**config.mk**
```make
export PLATFORM = sky130hd
export DESIGN_NAME = conv2d_stream_engine
export DESIGN_NICKNAME = d
export VERILOG_FILES = /design/src/rtl/conv_pkg.sv /design/src/rtl/requant_sat.sv /design/src/rtl/conv2d_stream_engine.sv
export SDC_FILE = /design/constraint.sdc
export NUM_CORES = 1
export LEC_CHECK = 0
export CAP_MARGIN = 40
export CORE_MARGIN = 5
export CORE_UTILIZATION = 51
export DETAILED_ROUTE_END_ITERATION = 10
export GPL_TIMING_DRIVEN = 0
export HOLD_SLACK_MARGIN = 0.15
export PLACE_DENSITY = 0.74
export SKIP_CTS_REPAIR_TIMING = 1
export SYNTH_ARGS = -nofsm -noshare
export SYNTH_HDL_FRONTEND = slang
export SYNTH_SLANG_ARGS = --single-unit
```
**constraint.sdc**
```tcl
create_clock -name clk -period 9.6 [get_ports clk]
set_input_delay 1.92 -clock clk [delete_from_list [all_inputs] [get_ports clk]]
set_output_delay 1.92 -clock clk [all_outputs]
set_load 0.02 [all_outputs]
```
**src/rtl/conv_pkg.sv**
```systemverilog
// Shared types and constant helpers for the streaming convolution engine
// and the requantisation stage reused by other layer blocks.
package conv_pkg;

  localparam int ACC_W_DEF = 24;

  typedef logic signed [ACC_W_DEF-1:0] acc_t;

  typedef enum logic [2:0] {
    S_IDLE  = 3'd0,
    S_BIAS  = 3'd1,
    S_MAC   = 3'd2,
    S_DRAIN = 3'd3,
    S_OUT   = 3'd4,
    S_DONE  = 3'd5
  } state_e;

  // Never returns less than 1 so single-entry memories still get a 1-bit address.
  function automatic int clog2(input int value);
    int width;
    width = 1;
    while ((64'd1 << width) < 64'(value)) width = width + 1;
    return width;
  endfunction

  function automatic int out_dim(input int in_sz, input int k, input int s, input int p);
    return (in_sz + 2 * p - k) / s + 1;
  endfunction

  function automatic longint rnd_bias(input int shift);
    if (shift > 0) return 64'sd1 <<< (shift - 1);
    else return 64'sd0;
  endfunction

  function automatic longint sat_hi(input int dw);
    return (64'sd1 <<< (dw - 1)) - 64'sd1;
  endfunction

  function automatic longint sat_lo(input int dw);
    return -(64'sd1 <<< (dw - 1));
  endfunction

endpackage

```
**src/rtl/requant_sat.sv**
```systemverilog
// Requantises a wide accumulator to DATA_W: round-half-up shift, saturate,
// optional ReLU. Purely combinational.
module requant_sat
  import conv_pkg::*;
#(
  parameter int ACC_W     = ACC_W_DEF,
  parameter int DATA_W    = 8,
  parameter int OUT_SHIFT = 4
) (
  input  logic signed [ACC_W-1:0]  acc_i,
  input  logic                     relu_i,
  output logic signed [DATA_W-1:0] data_o
);

  // One guard bit keeps the rounding add from wrapping near the top of the range.
  localparam logic signed [ACC_W:0] RND = (ACC_W + 1)'(rnd_bias(OUT_SHIFT));
  localparam logic signed [ACC_W:0] HI  = (ACC_W + 1)'(sat_hi(DATA_W));
  localparam logic signed [ACC_W:0] LO  = (ACC_W + 1)'(sat_lo(DATA_W));

  logic signed [ACC_W:0]    rounded_s;
  logic signed [ACC_W:0]    shifted_s;
  logic signed [DATA_W-1:0] clamped_s;

  always_comb begin
    rounded_s = {acc_i[ACC_W-1], acc_i} + RND;
    shifted_s = rounded_s >>> OUT_SHIFT;
    if (shifted_s > HI) begin
      clamped_s = HI[DATA_W-1:0];
    end else if (shifted_s < LO) begin
      clamped_s = LO[DATA_W-1:0];
    end else begin
      clamped_s = shifted_s[DATA_W-1:0];
    end
    if (relu_i && clamped_s[DATA_W-1]) begin
      data_o = '0;
    end else begin
      data_o = clamped_s;
    end
  end

endmodule

```
**src/rtl/conv2d_stream_engine.sv**
```systemverilog
// Parametrised 2-D convolution layer: one MAC per cycle against 1-cycle-latency
// input/weight/bias memories, requantised results streamed on valid/ready.
module conv2d_stream_engine
  import conv_pkg::*;
#(
  parameter int IN_CH     = 4,
  parameter int OUT_CH    = 4,
  parameter int IN_H      = 8,
  parameter int IN_W      = 8,
  parameter int K         = 3,
  parameter int STRIDE    = 1,
  parameter int PAD       = 1,
  parameter int DATA_W    = 8,
  parameter int ACC_W     = 24,
  parameter int OUT_SHIFT = 4,
  localparam int OH       = out_dim(IN_H, K, STRIDE, PAD),
  localparam int OW       = out_dim(IN_W, K, STRIDE, PAD),
  localparam int IN_AW    = clog2(IN_CH * IN_H * IN_W),
  localparam int W_AW     = clog2(OUT_CH * IN_CH * K * K),
  localparam int B_AW     = clog2(OUT_CH),
  localparam int O_AW     = clog2(OUT_CH * OH * OW)
) (
  input  logic                     clk,
  input  logic                     rst,
  input  logic                     start,
  input  logic                     cfg_relu,
  output logic                     busy,
  output logic                     done,
  output logic [IN_AW-1:0]         in_addr,
  output logic                     in_en,
  input  logic signed [DATA_W-1:0] in_data,
  output logic [W_AW-1:0]          w_addr,
  output logic                     w_en,
  input  logic signed [DATA_W-1:0] w_data,
  output logic [B_AW-1:0]          b_addr,
  output logic                     b_en,
  input  logic signed [ACC_W-1:0]  b_data,
  output logic                     out_valid,
  input  logic                     out_ready,
  output logic signed [DATA_W-1:0] out_data,
  output logic [O_AW-1:0]          out_addr
);

  localparam int OC_W = clog2(OUT_CH);
  localparam int OH_W = clog2(OH);
  localparam int OW_W = clog2(OW);
  localparam int IC_W = clog2(IN_CH);
  localparam int K_W  = clog2(K);

  state_e                   state_q, state_d;
  logic                     relu_q, relu_d;
  logic                     pad_q, pad_d;
  logic signed [ACC_W-1:0]  acc_q, acc_d;
  logic [OC_W-1:0]          oc_q, oc_d;
  logic [OH_W-1:0]          oh_q, oh_d;
  logic [OW_W-1:0]          ow_q, ow_d;
  logic [IC_W-1:0]          ic_q, ic_d;
  logic [K_W-1:0]           kr_q, kr_d, kc_q, kc_d;

  logic signed [2*DATA_W-1:0] mul_s;
  logic signed [ACC_W-1:0]    prod_s;
  int                         row_s, col_s;
  logic                       tap_in_s, first_tap_s, last_pix_s;

  // Product of the tap issued last cycle; a padding tap contributes zero.
  always_comb begin
    mul_s = (2 * DATA_W)'(in_data) * (2 * DATA_W)'(w_data);
    if (pad_q) begin
      prod_s = '0;
    end else begin
      prod_s = ACC_W'(mul_s);
    end
  end

  always_ff @(posedge clk) begin
    if (rst) begin
      state_q <= S_IDLE;
      relu_q  <= 1'b0;
      pad_q   <= 1'b0;
      acc_q   <= '0;
      oc_q    <= '0;
      oh_q    <= '0;
      ow_q    <= '0;
      ic_q    <= '0;
      kr_q    <= '0;
      kc_q    <= '0;
    end else begin
      state_q <= state_d;
      relu_q  <= relu_d;
      pad_q   <= pad_d;
      acc_q   <= acc_d;
      oc_q    <= oc_d;
      oh_q    <= oh_d;
      ow_q    <= ow_d;
      ic_q    <= ic_d;
      kr_q    <= kr_d;
      kc_q    <= kc_d;
    end
  end

  // Next-state, loop counters, accumulator and memory/stream controls
  always_comb begin
    state_d   = state_q;
    relu_d    = relu_q;
    pad_d     = 1'b0;
    acc_d     = acc_q;
    oc_d      = oc_q;
    oh_d      = oh_q;
    ow_d      = ow_q;
    ic_d      = ic_q;
    kr_d      = kr_q;
    kc_d      = kc_q;
    busy      = 1'b0;
    done      = 1'b0;
    out_valid = 1'b0;
    in_en     = 1'b0;
    w_en      = 1'b0;
    b_en      = 1'b0;
    in_addr   = '0;
    w_addr    = '0;
    b_addr    = '0;
    out_addr  = '0;

    row_s       = int'(oh_q) * STRIDE + int'(kr_q) - PAD;
    col_s       = int'(ow_q) * STRIDE + int'(kc_q) - PAD;
    tap_in_s    = (row_s >= 0) && (row_s < IN_H) && (col_s >= 0) && (col_s < IN_W);
    first_tap_s = (ic_q == '0) && (kr_q == '0) && (kc_q == '0);
    last_pix_s  = (oc_q == OC_W'(OUT_CH - 1)) && (oh_q == OH_W'(OH - 1)) &&
                  (ow_q == OW_W'(OW - 1));

    case (state_q)
      S_IDLE: begin
        if (start) begin
          relu_d  = cfg_relu;
          acc_d   = '0;
          oc_d    = '0;
          oh_d    = '0;
          ow_d    = '0;
          ic_d    = '0;
          kr_d    = '0;
          kc_d    = '0;
          state_d = S_BIAS;
        end else begin
          state_d = S_IDLE;
        end
      end
      S_BIAS: begin
        busy    = 1'b1;
        b_en    = 1'b1;
        b_addr  = oc_q;
        state_d = S_MAC;
      end
      S_MAC: begin
        busy   = 1'b1;
        w_en   = 1'b1;
        in_en  = tap_in_s;
        pad_d  = ~tap_in_s;
        w_addr = W_AW'(((int'(oc_q) * IN_CH + int'(ic_q)) * K + int'(kr_q)) * K + int'(kc_q));
        if (tap_in_s) begin
          in_addr = IN_AW'(int'(ic_q) * IN_H * IN_W + row_s * IN_W + col_s);
        end else begin
          in_addr = '0;
        end
        // Bias read in BIAS lands on the first MAC cycle and seeds the sum.
        if (first_tap_s) begin
          acc_d = b_data;
        end else begin
          acc_d = acc_q + prod_s;
        end
        if (kc_q == K_W'(K - 1)) begin
          kc_d = '0;
          if (kr_q == K_W'(K - 1)) begin
            kr_d = '0;
            if (ic_q == IC_W'(IN_CH - 1)) begin
              ic_d    = '0;
              state_d = S_DRAIN;
            end else begin
              ic_d = ic_q + 1'b1;
            end
          end else begin
            kr_d = kr_q + 1'b1;
          end
        end else begin
          kc_d = kc_q + 1'b1;
        end
      end
      S_DRAIN: begin
        busy    = 1'b1;
        acc_d   = acc_q + prod_s;
        state_d = S_OUT;
      end
      S_OUT: begin
        busy      = 1'b1;
        out_valid = 1'b1;
        out_addr  = O_AW'(int'(oc_q) * OH * OW + int'(oh_q) * OW + int'(ow_q));
        if (out_ready) begin
          if (last_pix_s) begin
            state_d = S_DONE;
          end else begin
            state_d = S_BIAS;
            if (ow_q == OW_W'(OW - 1)) begin
              ow_d = '0;
              if (oh_q == OH_W'(OH - 1)) begin
                oh_d = '0;
                oc_d = oc_q + 1'b1;
              end else begin
                oh_d = oh_q + 1'b1;
              end
            end else begin
              ow_d = ow_q + 1'b1;
            end
          end
        end else begin
          state_d = S_OUT;
        end
      end
      S_DONE: begin
        done    = 1'b1;
        state_d = S_IDLE;
      end
      default: begin
        state_d = S_IDLE;
      end
    endcase
  end

  requant_sat #(
    .ACC_W    (ACC_W),
    .DATA_W   (DATA_W),
    .OUT_SHIFT(OUT_SHIFT)
  ) u_requant (
    .acc_i (acc_q),
    .relu_i(relu_q),
    .data_o(out_data)
  );

endmodule

```
# Word-level counts from Yosys, hierarchy flattened
# Cells that the tools add are included.
[word_totals]
register_bits = 43
latchBits = 0
mem_bits_rw = 0
rom_bits = 0
in_bits = 45
output_inout_bits = 40
word_cells = 135
memories = 0
[op_classes]
add_sub_neg = 19
mul = 3
div_mod_pow = 0
order_cmp = 6
n_eq_ne = 19
shifts = 0
mux = 50
n_bitwise = 2
n_reduce_logical = 26
[ops]
columns = ["cell", "n"]
rows = [
  ["$mux 24", 3],
  ["$pmux 24 s3", 1],
  ["$mux 8", 7],
  ["$mux 3", 13],
  ["$add 24x5->25 const B", 1],
  ["$add 24x24->24", 1],
  ["$mux 2", 12],
  ["$gt 21x8->1 const B", 1],
  ["$lt 21x8->1 const B", 1],
  ["$mul 8x8->16", 1],
  ["$ne 2x2->1 const B", 8],
  ["$pmux 2 s2", 4],
  ["$pmux 3 s5", 1],
  ["$eq 3x3->1 const B", 4],
  ["$pmux 3 s2", 2],
  ["$ge 5x1->1 const B", 2],
  ["$lt 5x5->1 const B", 2],
  ["$sub 4x1->5 const B", 2],
  ["$add 2x1->2 const B", 4],
  ["$add 3x2->4", 2],
  ["$add 7x2->8", 1],
  ["$add 8x2->8", 1],
  ["$add 8x3->8", 1],
  ["$add 8x5->8", 1],
  ["23 further kinds", 49],
]

# Logic depth before layout (Yosys ltp)
[logic_depth]
word_depth = 8
ltp_mapped = 26
ltp_nobuf = 26

# By module
# From an unflattened synthesis, not the netlist that was laid out.
[unflattened]
hier_cells = 868
area_unflattened_um2 = 7135.6
[by_module_without_submodules]
columns = ["module", "n_inst", "cells_per_inst", "area_each_um2", "seq_area_each_um2"]
rows = [
  ["conv2d_stream_engine", 1, 771, 6485.0, 860.8],
  ["requant_sat", 1, 97, 650.6, 0.0],
]

# Worst setup path before layout
# OpenSTA, ideal clock, no wires.
[synth_path]
path_kind = "input port to flip-flop"
from = "in in_data[7]"
to = "reg acc_q[23]"
arrival_ns = 7.568
t_required_ns = 9.488
setup_slack_ns = 1.920
cell_stages = 23
path_buffers = 0
path_cell_list = "and2_1 fa_1 inv_1 fa_1 inv_1 fa_1 inv_1 fa_1 inv_1 ha_1 a21o_1 a21oi_1 o211ai_1 nand3_1 nor3b_2 ha_1 a21oi_1 o21ai_0 a311oi_1 o21bai_1 o21a_1 o21a_1 a2111oi_1"
[synth_via]
elab_chain_cells = 5
[synth_rtl]
columns = ["element", "line", "text"]
rows = [
  ["start, declared", "conv2d_stream_engine.sv:31", "input logic signed [DATA_W-1:0] in_data,"],
  ["$mul 8x8->16 *", "conv2d_stream_engine.sv:67", "mul_s = (2 * DATA_W)'(in_data) * (2 * DATA_W)'(w_data);"],
  ["$mux 24 *", "conv2d_stream_engine.sv:68", "if (pad_q) begin"],
  ["$add 24x24->24 *", "conv2d_stream_engine.sv:168, conv2d_stream_engine.sv:189", ""],
  ["$mux 24", "conv2d_stream_engine.sv:165", "if (first_tap_s) begin"],
  ["$pmux 24 s3 *", "conv2d_stream_engine.sv:131", "case (state_q)"],
  ["end signal, assigned", "conv2d_stream_engine.sv:80", "acc_q <= '0;"],
  ["end signal, assigned", "conv2d_stream_engine.sv:91", "acc_q <= acc_d;"],
  ["end, declared", "conv2d_stream_engine.sv:53", "logic signed [ACC_W-1:0] acc_q, acc_d;"],
]
# Mark *: on every way between the ends. The rest lies on a longest branch, timed or not.
# A chain may end at the register's enable or synchronous reset.

# Worst setup path after layout
[layout_path]
from = "in w_data[3]"
to = "reg acc_q[23]"
[layout_via]
elab_chain_cells = 5
[layout_rtl]
columns = ["element", "line", "text"]
rows = [
  ["start, declared", "conv2d_stream_engine.sv:34", "input logic signed [DATA_W-1:0] w_data,"],
  ["$mul 8x8->16 *", "conv2d_stream_engine.sv:67", ""],
  ["$mux 24 *", "conv2d_stream_engine.sv:68", ""],
  ["$add 24x24->24 *", "conv2d_stream_engine.sv:168, conv2d_stream_engine.sv:189", ""],
  ["$mux 24", "conv2d_stream_engine.sv:165", ""],
  ["$pmux 24 s3 *", "conv2d_stream_engine.sv:131", ""],
]
# Marks and branches as above.

==> metrics.md <==
| Metric | Value |
|---|---|
| Outcome | `finished clean` |
| Final Core Density | `61.05%` |
| Detailed Routing Iterations Pass 1 | `5` |
| Worst hold path endpoint | `ow_q[1]` |
| Worst-Margin Slew | `0.8655 ns` |
| # DRC | `0` |
| Crit path DAT | `8.96 ns` |
| Delay-heaviest family, CP | `adder cells` |
| Reg-to-reg critical path startpoint | `pad_q` |
| Overall routing resource usage | `21.95%` |
| Vias per inst | `5.525` |
| Power Total | `around 2100 µW` |
| Crit path largest cell delay | `0.69 ns` |
| Routed length per instance | `15.36 µm` |
| Max Clock Freq | `approximately 110 MHz` |
| Worst rel slew slack | `41.86%` |
| Ant diodes | `0` |
| Post-route ant nets | `0` |
| Top Ports | `85` |
| Met2 WL | `~8.4 mm` |
| Setup TNS | `0 ns` |
| Largest net degree at the start of global routing | `17` |
| R2r worst-path depth | `12` |
| Clock Tree Buf Depth | `2` |
| Final WL | `18.10 mm` |
| Area leader, netlist | `fa_1` |
| Full die area | `16780 µm²` |
| PD cells | `244.8 nW/µm²` |
| Clock root buffer | `clkbuf_16` |
| Synth area leaders | `fa_1 (18%), ha_1 (16%), dfxtp_1 (12%), inv_1 (6.4%), and2_1 (4.6%)` |
| Ys flop type | `dfxtp_1` |
| Mapped Area | `7289 µm²` |
| CP Launch Type | `primary input` |
| Max Slew Vio Count | `0` |
| Lkg Pwr | `a little under 0.004 µW` |
| Post-Synthesis Net Count | `about 1100` |
| Initial Util | `between 50% and 60%` |
| Place WS | `0.5807 ns` |
| Reg clk slew, reported paths | `0.07 ns` |
| Final Hold Viols | `0` |
| Die Y | `between 100 and 150 µm` |
| Crit path max fanout | `10` |
| Maximum vdd drop | `around 0.13 mV` |
| Die width | `129.6 µm` |
| WL met3 | `1.017 mm` |
| First-pass GRT wire length | `30.25 mm` |
| DR top layer | `met5` |
| Period minus WS final | `8.803 ns` |
| Cell count after synthesis | `between 900 and 1000` |
| DRT met1 WL | `8.424 mm` |
| Fillers | `~1300` |
| Sequence of cells on the critical path | `clkdlybuf4s50_1, and2_1, fa_1, inv_1, fa_1, inv_1, fa_1, inv_1, fa_1, inv_1, ha_1, a21o_1, a21oi_1, o211ai_1, nand3_1, nor3b_2, ha_1, a21oi_1, o21ai_0, a311oi_1, o21bai_1, o21a_1, a2111oi_0, a2111oi_1` |
| Setup Skew | `0.006107 ns` |
| Seq/Total Area, Yosys | `11.81%` |
| Row count | `43` |
| Worst min-delay path category | `flop to flop` |
| FF-to-FF End | `acc_q[20]` |
| P&R area growth vs syn | `16.70%` |
| Most frequent cells in the layout | `inv_1 (124), ha_1 (93), nor2_1 (86), clkdlybuf4s50_1 (83), fa_1 (64)` |
| Max Cap Violations | `0` |
| Nets | `1199` |
| Number of synthesized flops with an enable pin | `0` |
| Synth top area share | `17.58%` |
| Commonest non-fill, non-tap cell in the layout | `inv_1` |
| Vias in the first global route | `6300` |
| CTS tree | `built` |
| Hold Path Cell Cnt | `2` |
| Final period util | `91.70%` |
| Sinks on Clock Net | `43` |
| Worst setup EP type | `flop` |
| Overflow after GRT | `0` |
| Hold slack | `around 0.48 ns` |
| Slowest stage cell, crit path | `nor3b_2` |
| H-tree depth | `2` |
| CP Class | `primary input to flop` |
| Buf+Inv Stages, Crit Path | `5` |
| Worst-skew pair later-pin latency | `0.30 ns` |
| Final worst slack | `0.7971 ns` |
| Share of layout cells above drive strength 1 | `under 10%` |
| #FFs+latches synth | `43` |
| CTS buffer count | `5` |
| Hold Crit Start | `ow_q[1]` |
| PortBufs | `83` |
| Synth unique cells | `71` |
| Detailed Route Iter0 Violations | `323` |
| Yosys warns | `0` |
| RSZ-0062 raised after global routing | `false` |
| Flop-to-flop setup slack | `6.20 ns` |
| Dpl hpwl | `roughly 15 mm` |
| Via count | `~6500` |
| Routability congestion estimate | `around 0.92` |
| Share of flip-flops with an asynchronous set or reset | `0%` |
| Finish-stage setup viols | `0` |
| Critical Path RT | `9.76 ns` |
| Average size of a mapped cell | `8.055 µm²` |
| CORE AREA | `between 10000 and 15000 µm²` |
| Initial antenna violation count | `1` |
==> power by group <==
part           total [µW]  switching, µW  internal, µW  leakage, µW
Sequential            214           22.9           191     0.000348
Combinational        1690           1000           687      0.00355
Clock                 181           82.2          99.0    0.0000748
==> flip-flops by register name, summed over array words and instances, names as in the netlist <==
name	count
state_q	3
kc_q	2
acc_q	24
oc_q	2
relu_q	1
ic_q	2
pad_q	1
oh_q	3
ow_q	3
kr_q	2
==> through the flow <==
stage | instances | area (µm²)
after floorplan | 905 | 7289
after global placement | 1168 | 8346
after detailed placement | 1170 | 8356
after CTS | 1178 | 8507
after global routing | 1178 | 8507
final | 1178 | 8507
==> worst max path at each step <==
stage	start	slack, ns	to	cells after the start
after floorplan	in_data[7]	1.92	acc_q[23]	23
after global placement	w_data[2]	0.56	acc_q[23]	25
after detailed placement	w_data[3]	0.58	acc_q[23]	24
after CTS	w_data[3]	0.84	acc_q[23]	24
after global routing	w_data[4]	0.30	acc_q[23]	24
final	w_data[3]	0.80	acc_q[23]	24
==> routing by layer <==
layer	track usage [%]	vias to the layer above
met2	36.07	153
li1	-	3269
met3	3.215	20
met1	31.07	3065
met5	0	-
met4	4.279	2
==> worst reg2reg max path: cells and delay by family, from the launching register on <==
family / cells / cell delay (ns)
simple gates: 1 / 0.11
compound gates: 7 / 1.45
fa+ha+maj: 2 / 0.67
xor+xnor: 1 / 0.18
buf+inv: 1 / 0.34
flops: 1 / 0.48
==> cell usage after synthesis, drive strengths merged (3+ instances only) <==
cell type    n
a311oi       3
a22oi       15
fa          64
buf          6
nand3       21
a2111oi      3
o21bai       6
nor4         4
and2        54
nor2b       15
nand2b       6
nand4        9
o21ai       40
or3          5
xnor2       35
mux2i        3
dfxtp       43
a211oi       9
o21a        11
nand3b       3
a21oi       50
nor3b        3
clkbuf      16
a222oi       3
o2111ai      3
a31oi        8
o22ai        5
nor2        88
xor2        20
nor3        21
o31ai        3
a21boi       5
a21o        23
inv        124
and3         8
a32oi        3
nand2       55
ha          93
==> cell type report <==
cell class / count / area [µm²] / area share, %
clock buffer: 5 / 125.1 / 1.471
tap: 180 / 225.2 / 2.647
clock inverter: 3 / 26.28 / 0.3089
inverter: 125 / 469.2 / 5.516
buffer: 22 / 97.59 / 1.147
sequential: 43 / 860.8 / 10.12
multi-input combinational: 715 / 5862 / 68.91
timing repair buffer: 85 / 840.8 / 9.884
==> cells by family (layout without fill, tap and decap cells) <==
| kind of cell | Yosys count | after routing | synth area share (%) |
|---|---|---|---|
| and+or+nand+nor | 296 | 296 | 20.89 |
| DFF | 43 | 43 | 11.81 |
| AOI/OAI and AO/OA | 203 | 203 | 18.81 |
| adders and majority gates | 157 | 157 | 33.54 |
| muxes | 4 | 4 | 0.5664 |
| buffers and inverters | 147 | 240 | 7.775 |
| xor gates and xnor gates | 55 | 55 | 6.608 |
(Power assumes the default switching activity.)
